## src/rtl/coeff_loader.sv

```systemverilog
// coeff_loader: deserialises the framed MSB-first coefficient stream into sequential memory writes
module coeff_loader #(
  parameter int DATA_W    = 16,
  parameter int ADDR_W    = 9,
  parameter int NUM_COEFF = 512
) (
  input  logic              Sclk,
  input  logic              Reset_n,
  input  logic              Start,
  input  logic              Frame,
  input  logic              InputBit,
  output logic              write_enable,
  output logic              mem_frame,
  output logic [ADDR_W-1:0] Write_Address,
  output logic [DATA_W-1:0] data_in,
  output logic              busy,
  output logic              load_done,
  output logic              sync_error
);
  localparam int CW = $clog2(DATA_W);
  localparam logic [ADDR_W-1:0] LAST = ADDR_W'(NUM_COEFF - 1);
  typedef enum logic [1:0] {IDLE, WAIT_FRAME, SHIFT, DONE} state_t;
  state_t state, state_nx;
  logic [DATA_W-1:0] shreg;
  logic [CW-1:0] bitcnt;
  logic [ADDR_W-1:0] addr;
  logic take, shift, complete, early, done_w;
  assign mem_frame = write_enable;
  // the last word's strobe is the only one issued while already in DONE
  assign done_w = write_enable && state == DONE;
  always_comb begin
    state_nx = state;
    take = 1'b0;
    shift = 1'b0;
    complete = 1'b0;
    early = 1'b0;
    if (Start) state_nx = WAIT_FRAME;
    else begin
      unique case (state)
        WAIT_FRAME: begin
          take = Frame;
          state_nx = Frame ? SHIFT : WAIT_FRAME;
        end
        SHIFT: begin
          take = Frame;
          early = Frame;
          complete = !Frame && bitcnt == '0;
          shift = !Frame && bitcnt != '0;
          state_nx = complete ? (addr == LAST ? DONE : WAIT_FRAME) : SHIFT;
        end
        default: state_nx = state;
      endcase
    end
  end
  always_ff @(posedge Sclk or negedge Reset_n) begin
    if (!Reset_n) begin
      state <= IDLE;
      shreg <= '0;
      bitcnt <= '0;
      addr <= '0;
      write_enable <= 1'b0;
      Write_Address <= '0;
      data_in <= '0;
      busy <= 1'b0;
      load_done <= 1'b0;
      sync_error <= 1'b0;
    end else begin
      state <= state_nx;
      write_enable <= complete;
      sync_error <= early;
      if (take) begin
        shreg <= {{(DATA_W-1){1'b0}}, InputBit};
        bitcnt <= CW'(DATA_W - 2);
      end else if (shift) begin
        shreg <= {shreg[DATA_W-2:0], InputBit};
        bitcnt <= bitcnt - CW'(1);
      end
      if (complete) begin
        data_in <= {shreg[DATA_W-2:0], InputBit};
        Write_Address <= addr;
      end
      if (Start) addr <= '0;
      else if (write_enable && addr != LAST) addr <= addr + ADDR_W'(1);
      busy <= Start ? 1'b1 : (done_w ? 1'b0 : busy);
      load_done <= Start ? 1'b0 : (done_w ? 1'b1 : load_done);
    end
  end
endmodule

```

## config.mk

```make
export PLATFORM = sky130hd
export DESIGN_NAME = coeff_loader
export DESIGN_NICKNAME = d
export VERILOG_FILES = /design/src/rtl/coeff_loader.sv
export SDC_FILE = /design/constraint.sdc
export NUM_CORES = 1
export LEC_CHECK = 0
export ABC_CLOCK_PERIOD_IN_PS = 2500
export CORE_UTILIZATION = 30
export DETAILED_ROUTE_END_ITERATION = 7
export HOLD_SLACK_MARGIN = 0.08
export PLACE_DENSITY = 0.55
export SLEW_MARGIN = 20
export SYNTH_ARGS = -nofsm -noshare
export SYNTH_HDL_FRONTEND = slang
export SYNTH_SLANG_ARGS = --single-unit
```

## constraint.sdc

```tcl
create_clock -name Sclk -period 2.5 [get_ports Sclk]
set_input_delay 0.5 -clock Sclk [delete_from_list [all_inputs] [get_ports Sclk]]
set_output_delay 0.5 -clock Sclk [all_outputs]
set_load 0.01 [all_outputs]
```

Word level (Yosys, flattened, before mapping)
Cells that the tools add are included.
- output and inout port bits: 30
- register bits: 59
- reduce and logical (&&, ||, !) cells: 12
- $add $sub $neg: 2
- equality and inequality tests: 5
- muxes and demuxes: 23
- operators by type and width (operator ; number):
    $mux 15 ; 2
    $mux 9 ; 2
    $mux 1 ; 12
    $add 9x1->9 const B ; 1
    $eq 9x9->1 const B ; 1
    $ne 9x9->1 const B ; 1
    $mux 2 ; 4
    $mux 4 ; 2
    $reduce_bool 2->1 ; 3
    $eq 2x2->1 const B ; 2
    $logic_and 1x1->1 ; 4
    $logic_not 4->1 ; 1
    $pmux 2 s2 ; 1
    $reduce_bool 4->1 ; 1
    $sub 4x1->4 const B ; 1
    $reduce_bool 3->1 ; 1
    $eq 2x1->1 const B ; 1
    $reduce_or 2->1 ; 1
    $logic_not 1->1 ; 1

Logic depth before layout (Yosys ltp)
Gate-level depths: netlist (run 1).
- depth after elaboration: 6
- depth in mapped cells: 8

Least setup slack after synthesis (run 1)
No wires, ideal clock.
- path kind: register -> register
- from: reg addr[0]
- to: reg addr[5]
- buffers on the path: 1
- library setup time: 0.078 ns
- stages on the path, launching flop included: 9
- path slack: 0.570 ns
- arrival time: 1.852 ns
- period minus slack after synthesis: 1.930 ns
- path through: dfrtp_1 -> ha_1 -> nand3_1 -> nor2_1 -> ha_1 -> nand2b_1 -> clkbuf_1 -> or4_1 -> a21oi_1
- word-level cells in the longest chain between the ends: 3
- elaborated cells between the ends (all ways): 6
- classes of those cells: add/sub (1); eq/ne (1); mux (2); reduce/logical (2)
- ends and longest elaborated chain (what ; line ; text):
    start, declared ; 26 ; logic [ADDR_W-1:0] addr;
    start signal, assigned ; 83 ; else if (write_enable && addr != LAST) addr <= addr + ADDR_W'(1);
    $add 9x1->9 or $ne 9x9->1 (tied branches) ; 83 ;
    $mux 9 or $logic_and 1x1->1 (tied branches) ; 83 ;
    $mux 9 or $reduce_bool 2->1 (tied branches) ; - ;
Several ways; a longest one is shown, not always the timed one. The select of a mux whose other input is x is not followed.
A chain may end at the register's enable or synchronous reset.

Worst setup path in the final report (run 1)
- from: reg addr[0]
- to: reg addr[7]
Same word-level chain as after synthesis.

==> results of run 1 <==
## Yosys cell counts, drive strengths merged
library cell / instances / area share [%]
nand3: 4 / 0.76
dfrtp: 59 / 56
nor2: 15 / 2.1
o31ai: 2 / 0.57
or3: 3 / 0.72
xor2: 2 / 0.67
mux2: 33 / 14
o21ai: 5 / 0.95
a21o: 1 / 0.29
buf: 5 / 1.8
nor4b: 1 / 0.91
a311oi: 1 / 0.33
a211o: 1 / 0.38
nor2b: 1 / 0.24
nand4b: 1 / 0.33
a31oi: 2 / 0.48
nand2: 10 / 1.7
nand2b: 1 / 0.24
a211oi: 2 / 0.57
or4: 2 / 0.57
clkbuf: 4 / 0.57
nand4: 1 / 0.24
mux2i: 10 / 3.8
or3b: 2 / 0.67
nand3b: 2 / 1.0
and3b: 1 / 0.33
a21oi: 7 / 1.3
ha: 7 / 3.3
inv: 14 / 2.0
and3: 2 / 0.48
nor3: 1 / 0.19
nor3b: 2 / 1.2
a21bo: 1 / 0.38
## logic make-up after synthesis
group                    share of synthesized area, %
flip-flops                                       56.3
adder cells (fa/ha/maj)                          3.34
AO/OA/AOI/OAI                                    5.30
XOR/XNOR                                        0.668
multiplexers                                     18.3
buffers and inverters                            4.34
AND/OR/NAND/NOR                                  11.8
## cells in the final DEF (no fill, tap or decap), drive strengths merged, types with 2 or more instances in the layout
| cell | instances |
|---|---|
| buf | 6 |
| nor3b | 2 |
| and3 | 2 |
| nor2 | 15 |
| mux2 | 33 |
| nand2 | 10 |
| mux2i | 10 |
| o21ai | 5 |
| or3 | 3 |
| nand3 | 4 |
| or4 | 2 |
| inv | 14 |
| a21oi | 7 |
| a211oi | 2 |
| nand3b | 2 |
| clkinv | 3 |
| clkbuf | 13 |
| dfrtp | 59 |
| o31ai | 2 |
| ha | 7 |
| a31oi | 2 |
| clkdlybuf4s50 | 33 |
| or3b | 2 |
| xor2 | 2 |
## cell type report
type                            instances  area (um2)
Clock inverter                          3        15.0
Multi-Input combinational cell        123        1030
Timing Repair Buffer                   39         385
Tap cell                              105         131
Fill cell                             856        5110
Sequential cell                        59        1480
Clock buffer                           13         139
Inverter                               14        52.6
## where the power goes
part	switching, uW	total, uW	internal, uW
clock	352	707	356
sequential	12.1	982	969
combinational	59.6	101	41.5
## worst max-delay path, cell delays in order (launching register included)
cell	delay (ps)
sky130_fd_sc_hd__dfrtp_1	410
sky130_fd_sc_hd__ha_1	250
sky130_fd_sc_hd__nand3_1	90
sky130_fd_sc_hd__nor2_1	40
sky130_fd_sc_hd__ha_1	210
sky130_fd_sc_hd__nand2b_1	310
sky130_fd_sc_hd__or4_1	530
sky130_fd_sc_hd__a21oi_1	160
## sequential cells by signal (all words and copies together) (netlist names), 2 cells and up
| register | flops |
|---|---|
| data_in | 16 |
| shreg | 15 |
| state | 2 |
| Write_Address | 9 |
| addr | 9 |
| bitcnt | 4 |
## how the worst max path moves through the flow
stage / cells after the start / endpoint / start / slack, ps
final: 7 / addr[7] / addr[0] / 440
after global routing: 7 / addr[5] / addr[0] / 350
after CTS: 7 / addr[5] / addr[0] / 430
after detailed placement: 5 / shreg[10] / Start / 300
after global placement: 5 / shreg[10] / Start / 310
after floorplan: 8 / addr[5] / addr[0] / 570
## stage by stage
stage	setup WS (ps)	hold slack [ps]	util (%)	power [uW]
finish	437	328	38.7	1790
global route	354	389	38.7	1870
CTS	425	351	38.7	1820
detailed placement	305	478	36.9	1100
global placement	313	476	36.9	1100
floorplan	570	204	-	1050
## per-layer routing
layer | share of wire (%) | global-route usage [%] | vias up
li1 | - | - | 794
met1 | 47 | 14.7 | 854
met2 | 47 | 19.6 | 46
met3 | 4.7 | 4.15 | 7
met4 | 1.4 | 5.22 | 0
met5 | 0 | 0 | -
==> impl_summary.log, run 1 <==
[metrics] fraction of layout instances using a drive strength above 1: 23.5%
[metrics] Avg Inst Size Synth: 12.8 um2
[metrics] count of maximum capacitance violations: 0
[metrics] Final Critical Period: 2060 ps
[metrics] Ys Warns: 0
[metrics] total clock buffers created by CTS: 9
[metrics] worst endpoint data arrival time: 2320 ps
[metrics] number of different library cells in the post-synthesis netlist: 40
[metrics] mean number of vias per cell: 4.78
[metrics] Clock Sinks: 59
[metrics] initial core utilization: 31.4%
[metrics] Detailed Route WL: 4800 um
[metrics] number of levels the H-tree was split into: 3
[metrics] clock input transition at the sequential cells of the worst setup and hold paths: 60 ps
[metrics] area of the mapped netlist: 2620 um2
[metrics] static leakage: 0.00158 uW
[metrics] hold_buf cts: 0
[metrics] DIE HEIGHT: 95.5 um
[metrics] Worst R2R Setup Slack: 440 ps
[metrics] Max Clock Freq: 0.485 GHz
[metrics] via count of the first global-routing pass: 1725
[metrics] area inside the core boundary: 8340 um2
[metrics] Final Net Count: 258
[metrics] first-pass iteration count of the detailed router: 4
[metrics] number of nets with antenna violations after detailed routing: 0
[metrics] class of the tightest hold or removal check: input pin to asynchronous set/reset pin
[metrics] first-pass GRT wire length: 8240 um
[metrics] flip-flop and latch count after synthesis: 59
[metrics] DR DRC count: 0
[metrics] WL per Instance: 13.5 um
[metrics] die footprint: 9120 um2
[metrics] number of cells produced by synthesis: 205
[metrics] Max Slew Vio Count: 0
[metrics] buffers inserted during post-CTS setup optimization: 0
[metrics] outcome: finished, final reports clean
[metrics] hold violation count in the final report: 0
[metrics] period utilization: 82.5%
[metrics] pin count of the biggest net entering global routing: 60
[metrics] post-CTS sizing: 0
[metrics] deepest clock path buffer count: 2
[metrics] sequential cell area fraction in the yosys report: 56.3%
[metrics] placed standard-cell area: 3080 um2
[metrics] TNS Setup: 0 ps
[metrics] sort of element at the start of the critical path: flip-flop
[metrics] worst r2r path cells: 7
[metrics] die boundary width: 95.5 um
[metrics] final weighted congestion in routability-driven placement: 0.743
[metrics] clock tree from TritonCTS: done
[metrics] vias post-DR: 1701
[metrics] number of antenna violations at the first check in global routing: 0
[metrics] violation count after the first detailed-routing iteration: 64
[metrics] post-route non-filler standard cell count: 356
[metrics] placed wire-length estimate after detailed placement: 3150 um
[metrics] Antenna Cells: 0
[metrics] total number of placement rows: 33
[metrics] worst clock skew on the final layout: 3.30 ps
[metrics] Crit Path Category: flip-flop to flip-flop
[metrics] start of the worst register-to-register path: addr[0]
[metrics] Overall Global Routing Usage: 12.1%
[metrics] synthesis-to-layout area growth: 23.2%
[metrics] Slew HR: 50.5%
[metrics] worst endpoint required time: 2750 ps
[metrics] transition at the pin with the smallest max-transition slack: 743 ps
[metrics] worst-path maximum fanout: 9
[metrics] destination of the worst register-to-register timing path: addr[7]
[metrics] area of all placed cells without fillers: 3230 um2
[metrics] Syn Nets: 217
[metrics] buffer cell driving the clock tree root: sky130_fd_sc_hd__clkbuf_8
[metrics] total overflow reported by the global router: 0
[metrics] post-placement cell count: 340
[metrics] RSZ-0062 raised after global routing: no
[metrics] count of buffers from port buffering: 34
[metrics] Power per Cell Area: 554 nW/um2
[metrics] largest vdd supply drop: 285 uV
[metrics] number of setup violations in the final report: 0
[metrics] clock insertion delay at the later pin of the skew report: 330 ps
[metrics] ports placed on the boundary: 35
[metrics] crit end category: flip-flop
No activity file was read; power rests on OpenSTA's default activity.
==> run 2: changes to the inputs <==
--- a/config.mk
+++ b/config.mk
@@ -5,7 +5,7 @@
 export SDC_FILE = /design/constraint.sdc
 export NUM_CORES = 1
 export LEC_CHECK = 0
-export ABC_CLOCK_PERIOD_IN_PS = 2500
+export ABC_CLOCK_PERIOD_IN_PS = 1900
 export CORE_UTILIZATION = 30
 export DETAILED_ROUTE_END_ITERATION = 7
 export HOLD_SLACK_MARGIN = 0.08
==> constraint.sdc (replaced) <==
create_clock -name Sclk -period 1.9 [get_ports Sclk]
set_input_delay 0.38 -clock Sclk [delete_from_list [all_inputs] [get_ports Sclk]]
set_output_delay 0.38 -clock Sclk [all_outputs]
set_load 0.01 [all_outputs]
==> run 2 against run 1 <==
Non-clock buffer count up 24. Via count up 2.1%. Worst setup slack worse by 350 ps. Clock power up 63%. Routed wire length up 5.5%. Final cell count up 6.7%. Sequential share of layout area down 3.7 points. Clock skew up 6.7 ps. Largest power group unchanged. Highest routed layer unchanged.
==> impl_summary.log, run 2 (synthesis results as in run 1) <==
[metrics] area of all placed cells without fillers: 3520 um2 (+8.8%)
[metrics] sort of element at the start of the critical path: flip-flop
[metrics] vias post-DR: 1737 (+2.1%)
[metrics] worst r2r path cells: 8 (+1)
[metrics] largest vdd supply drop: 319 uV (+12%)
[metrics] worst clock skew on the final layout: 10.0 ps (+6.72 ps)
[metrics] most flop-heavy register: data_in
[metrics] count of buffers from port buffering: 34 (unchanged)
[metrics] transition at the pin with the smallest max-transition slack: 465 ps (-278 ps)
[metrics] most frequent cells in the layout: sky130_fd_sc_hd__dfrtp_1, sky130_fd_sc_hd__clkdlybuf4s50_1, sky130_fd_sc_hd__mux2_2
[metrics] Largest register FFs: 16 (unchanged)
[metrics] total power: 2590 uW (+45%)
[metrics] clock insertion delay at the later pin of the skew report: 330 ps (about the same)
[metrics] deepest clock path buffer count: 2 (unchanged)
[metrics] placed standard-cell area: 3250 um2 (+5.4%)
[metrics] die boundary width: 95.5 um (unchanged)
[metrics] worst endpoint data arrival time: 2070 ps (-250 ps)
[metrics] worst endpoint required time: 2160 ps (-590 ps)
[metrics] WL per Instance: 13.3 um (-1.2%)
[metrics] Clock Sinks: 59 (unchanged)
[metrics] worst-path maximum fanout: 3 (-6)
[metrics] hold path start: busy
[metrics] Crit Path Category: flip-flop to flip-flop
[metrics] Post-Place Setup Slack: -112 ps (-417 ps)
[metrics] number of antenna violations at the first check in global routing: 0 (unchanged)
[metrics] destination of the worst register-to-register timing path: addr[6]
[metrics] class of the tightest hold or removal check: flip-flop to flip-flop
[metrics] first-pass GRT wire length: 8710 um (+5.7%)
[metrics] number of levels the H-tree was split into: 3 (unchanged)
[metrics] outcome: finished, final reports clean
[metrics] buffer cell driving the clock tree root: sky130_fd_sc_hd__clkbuf_8
[metrics] mean number of vias per cell: 4.57 (-4.3%)
[metrics] final weighted congestion in routability-driven placement: 0.744 (+0.12%)
[metrics] die footprint: 9120 um2 (unchanged)
[metrics] total clock buffers created by CTS: 9 (unchanged)
[metrics] hold violation count in the final report: 0 (unchanged)
[metrics] first-pass iteration count of the detailed router: 3 (-1)
[metrics] tightest hold margin: 486 ps (+158 ps)
[metrics] static leakage: 0.00172 uW (+9.0%)
[metrics] Worst Hold Path Cells: 1
[metrics] Final Net Count: 283 (+9.7%)
[metrics] start of the worst register-to-register path: addr[1]
[metrics] Detailed Route WL: 5060 um (+5.5%)
[metrics] via count of the first global-routing pass: 1875 (+8.7%)
[metrics] Hold Crit Endpoint: busy
[metrics] placed wire-length estimate after detailed placement: 3320 um (+5.5%)
[metrics] Final Critical Period: 1810 ps (-252 ps)
[metrics] number of nets with antenna violations after detailed routing: 0 (unchanged)
[metrics] Max Clock Freq: 0.552 GHz (+14%)
[metrics] biggest regs: data_in: 16 flops, shreg: 15 flops
[metrics] period utilization: 95.3% (+13 points)
[metrics] synthesis-to-layout area growth: 34.1%
[metrics] count of maximum capacitance violations: 0 (unchanged)
[metrics] clock input transition at the sequential cells of the worst setup and hold paths: 60 ps (about the same)
[metrics] pin count of the biggest net entering global routing: 60 (unchanged)
[metrics] DIE HEIGHT: 95.5 um (unchanged)
[metrics] Slew HR: 68.9% (+18 points)
[metrics] crit end category: flip-flop
[metrics] Power per Cell Area: 738 nW/um2 (+33%)
[metrics] leading cell type in the layout, fill and taps excluded: sky130_fd_sc_hd__dfrtp_1
[metrics] violation count after the first detailed-routing iteration: 85 (+33%)
[metrics] final worst setup slack: 88.9 ps (-348 ps)
[metrics] fraction of layout instances using a drive strength above 1: 33.8% (+10 points)
[metrics] clock tree from TritonCTS: done
[metrics] Antenna Cells: 0 (unchanged)
[metrics] Max Slew Vio Count: 0 (unchanged)
[metrics] total number of placement rows: 33 (unchanged)
[metrics] ports placed on the boundary: 35 (unchanged)
[metrics] Worst R2R Setup Slack: 90 ps (-350 ps)
[metrics] number of setup violations in the final report: 0 (unchanged)
[metrics] DR DRC count: 0 (unchanged)
[metrics] area inside the core boundary: 8340 um2 (unchanged)
[metrics] post-route core utilization: 42.2% (+3.4 points)
[metrics] Overall Global Routing Usage: 12.7% (+0.62 points)
[metrics] total overflow reported by the global router: 0 (unchanged)
[metrics] initial core utilization: 31.4% (unchanged)
run 2: cell count changes in the layout (fill, tap and decap cells not counted), sizes merged:
cell | before | now
clkinvlp | 0 | 2
dlygate4sd3 | 0 | 1
bufinv | 0 | 1
clkbuf | 13 | 11
clkinv | 3 | 1
nand2 | 10 | 11
buf | 6 | 29
run 2: metal layers:
metal | up-vias | part of all wire (%) | GRT usage [%]
met4 | 0 | 0.83 | 3.36
li1 | 836 | - | -
met1 | 858 | 47 | 15.6
met5 | - | 0 | 0
met2 | 38 | 47 | 20.2
met3 | 5 | 5.0 | 5.98
run 2: worst max path at each step:
stage	from	to	slack (ps)	cells past startpoint
detailed placement	Frame	data_in[11]	-110	5
global route	addr[1]	addr[6]	-10	8
CTS	bitcnt[0]	shreg[0]	20	5
finish	addr[1]	addr[6]	90	8
global placement	Frame	shreg[3]	-100	5
floorplan	addr[0]	addr[5]	3	8
run 2: area by class of cell:
type	instances	area [um2]
multi-input combinational	124	1060
inverter	14	52.6
tap	105	131
sequential	59	1480
clock buffer	11	151
clock inverter	4	50.0
fill	787	4820
timing repair buffer	63	593
run 2: timing repair:
action | in CTS | in global routing
setup endpoints to repair | 0 | 10
hold buffers | 1 | 0
gates resized for setup | 0 | 7
hold endpoints to repair | 59 | 0
buffers inserted | 0 | 4
run 2: where the power goes:
part	leakage (uW)	switching [uW]	internal, uW
combinational	0.000826	84.0	67.7
sequential	0.000797	17.7	1280
clock	0.0000974	482	667
total	0.00172	584	2010
run 2: worst max-delay path: stages (launching register included):
cell and delay [ps]:
sky130_fd_sc_hd__dfrtp_1 380, sky130_fd_sc_hd__ha_2 190, sky130_fd_sc_hd__nand3_1 70, sky130_fd_sc_hd__nor2_1 40, sky130_fd_sc_hd__ha_2 170, sky130_fd_sc_hd__buf_4 130, sky130_fd_sc_hd__nand4b_1 220, sky130_fd_sc_hd__or3_4 410
sky130_fd_sc_hd__a21oi_2 130
run 2: stage by stage:
stage	TNS [ps]	cells
CTS	0	375
floorplan	0	205
finish	0	380
detailed placement	-3700	359
global placement	-3050	359
global route	-12.1	380
==> run 3: changes to the inputs <==
--- a/config.mk
+++ b/config.mk
@@ -10,6 +10,7 @@
 export DETAILED_ROUTE_END_ITERATION = 7
 export HOLD_SLACK_MARGIN = 0.08
 export PLACE_DENSITY = 0.55
+export SKIP_LAST_GASP = 1
 export SLEW_MARGIN = 20
 export SYNTH_ARGS = -nofsm -noshare
 export SYNTH_HDL_FRONTEND = slang
==> results of run 3 <==
Same layout as run 2: the final DEF is identical, and so are final timing and power.
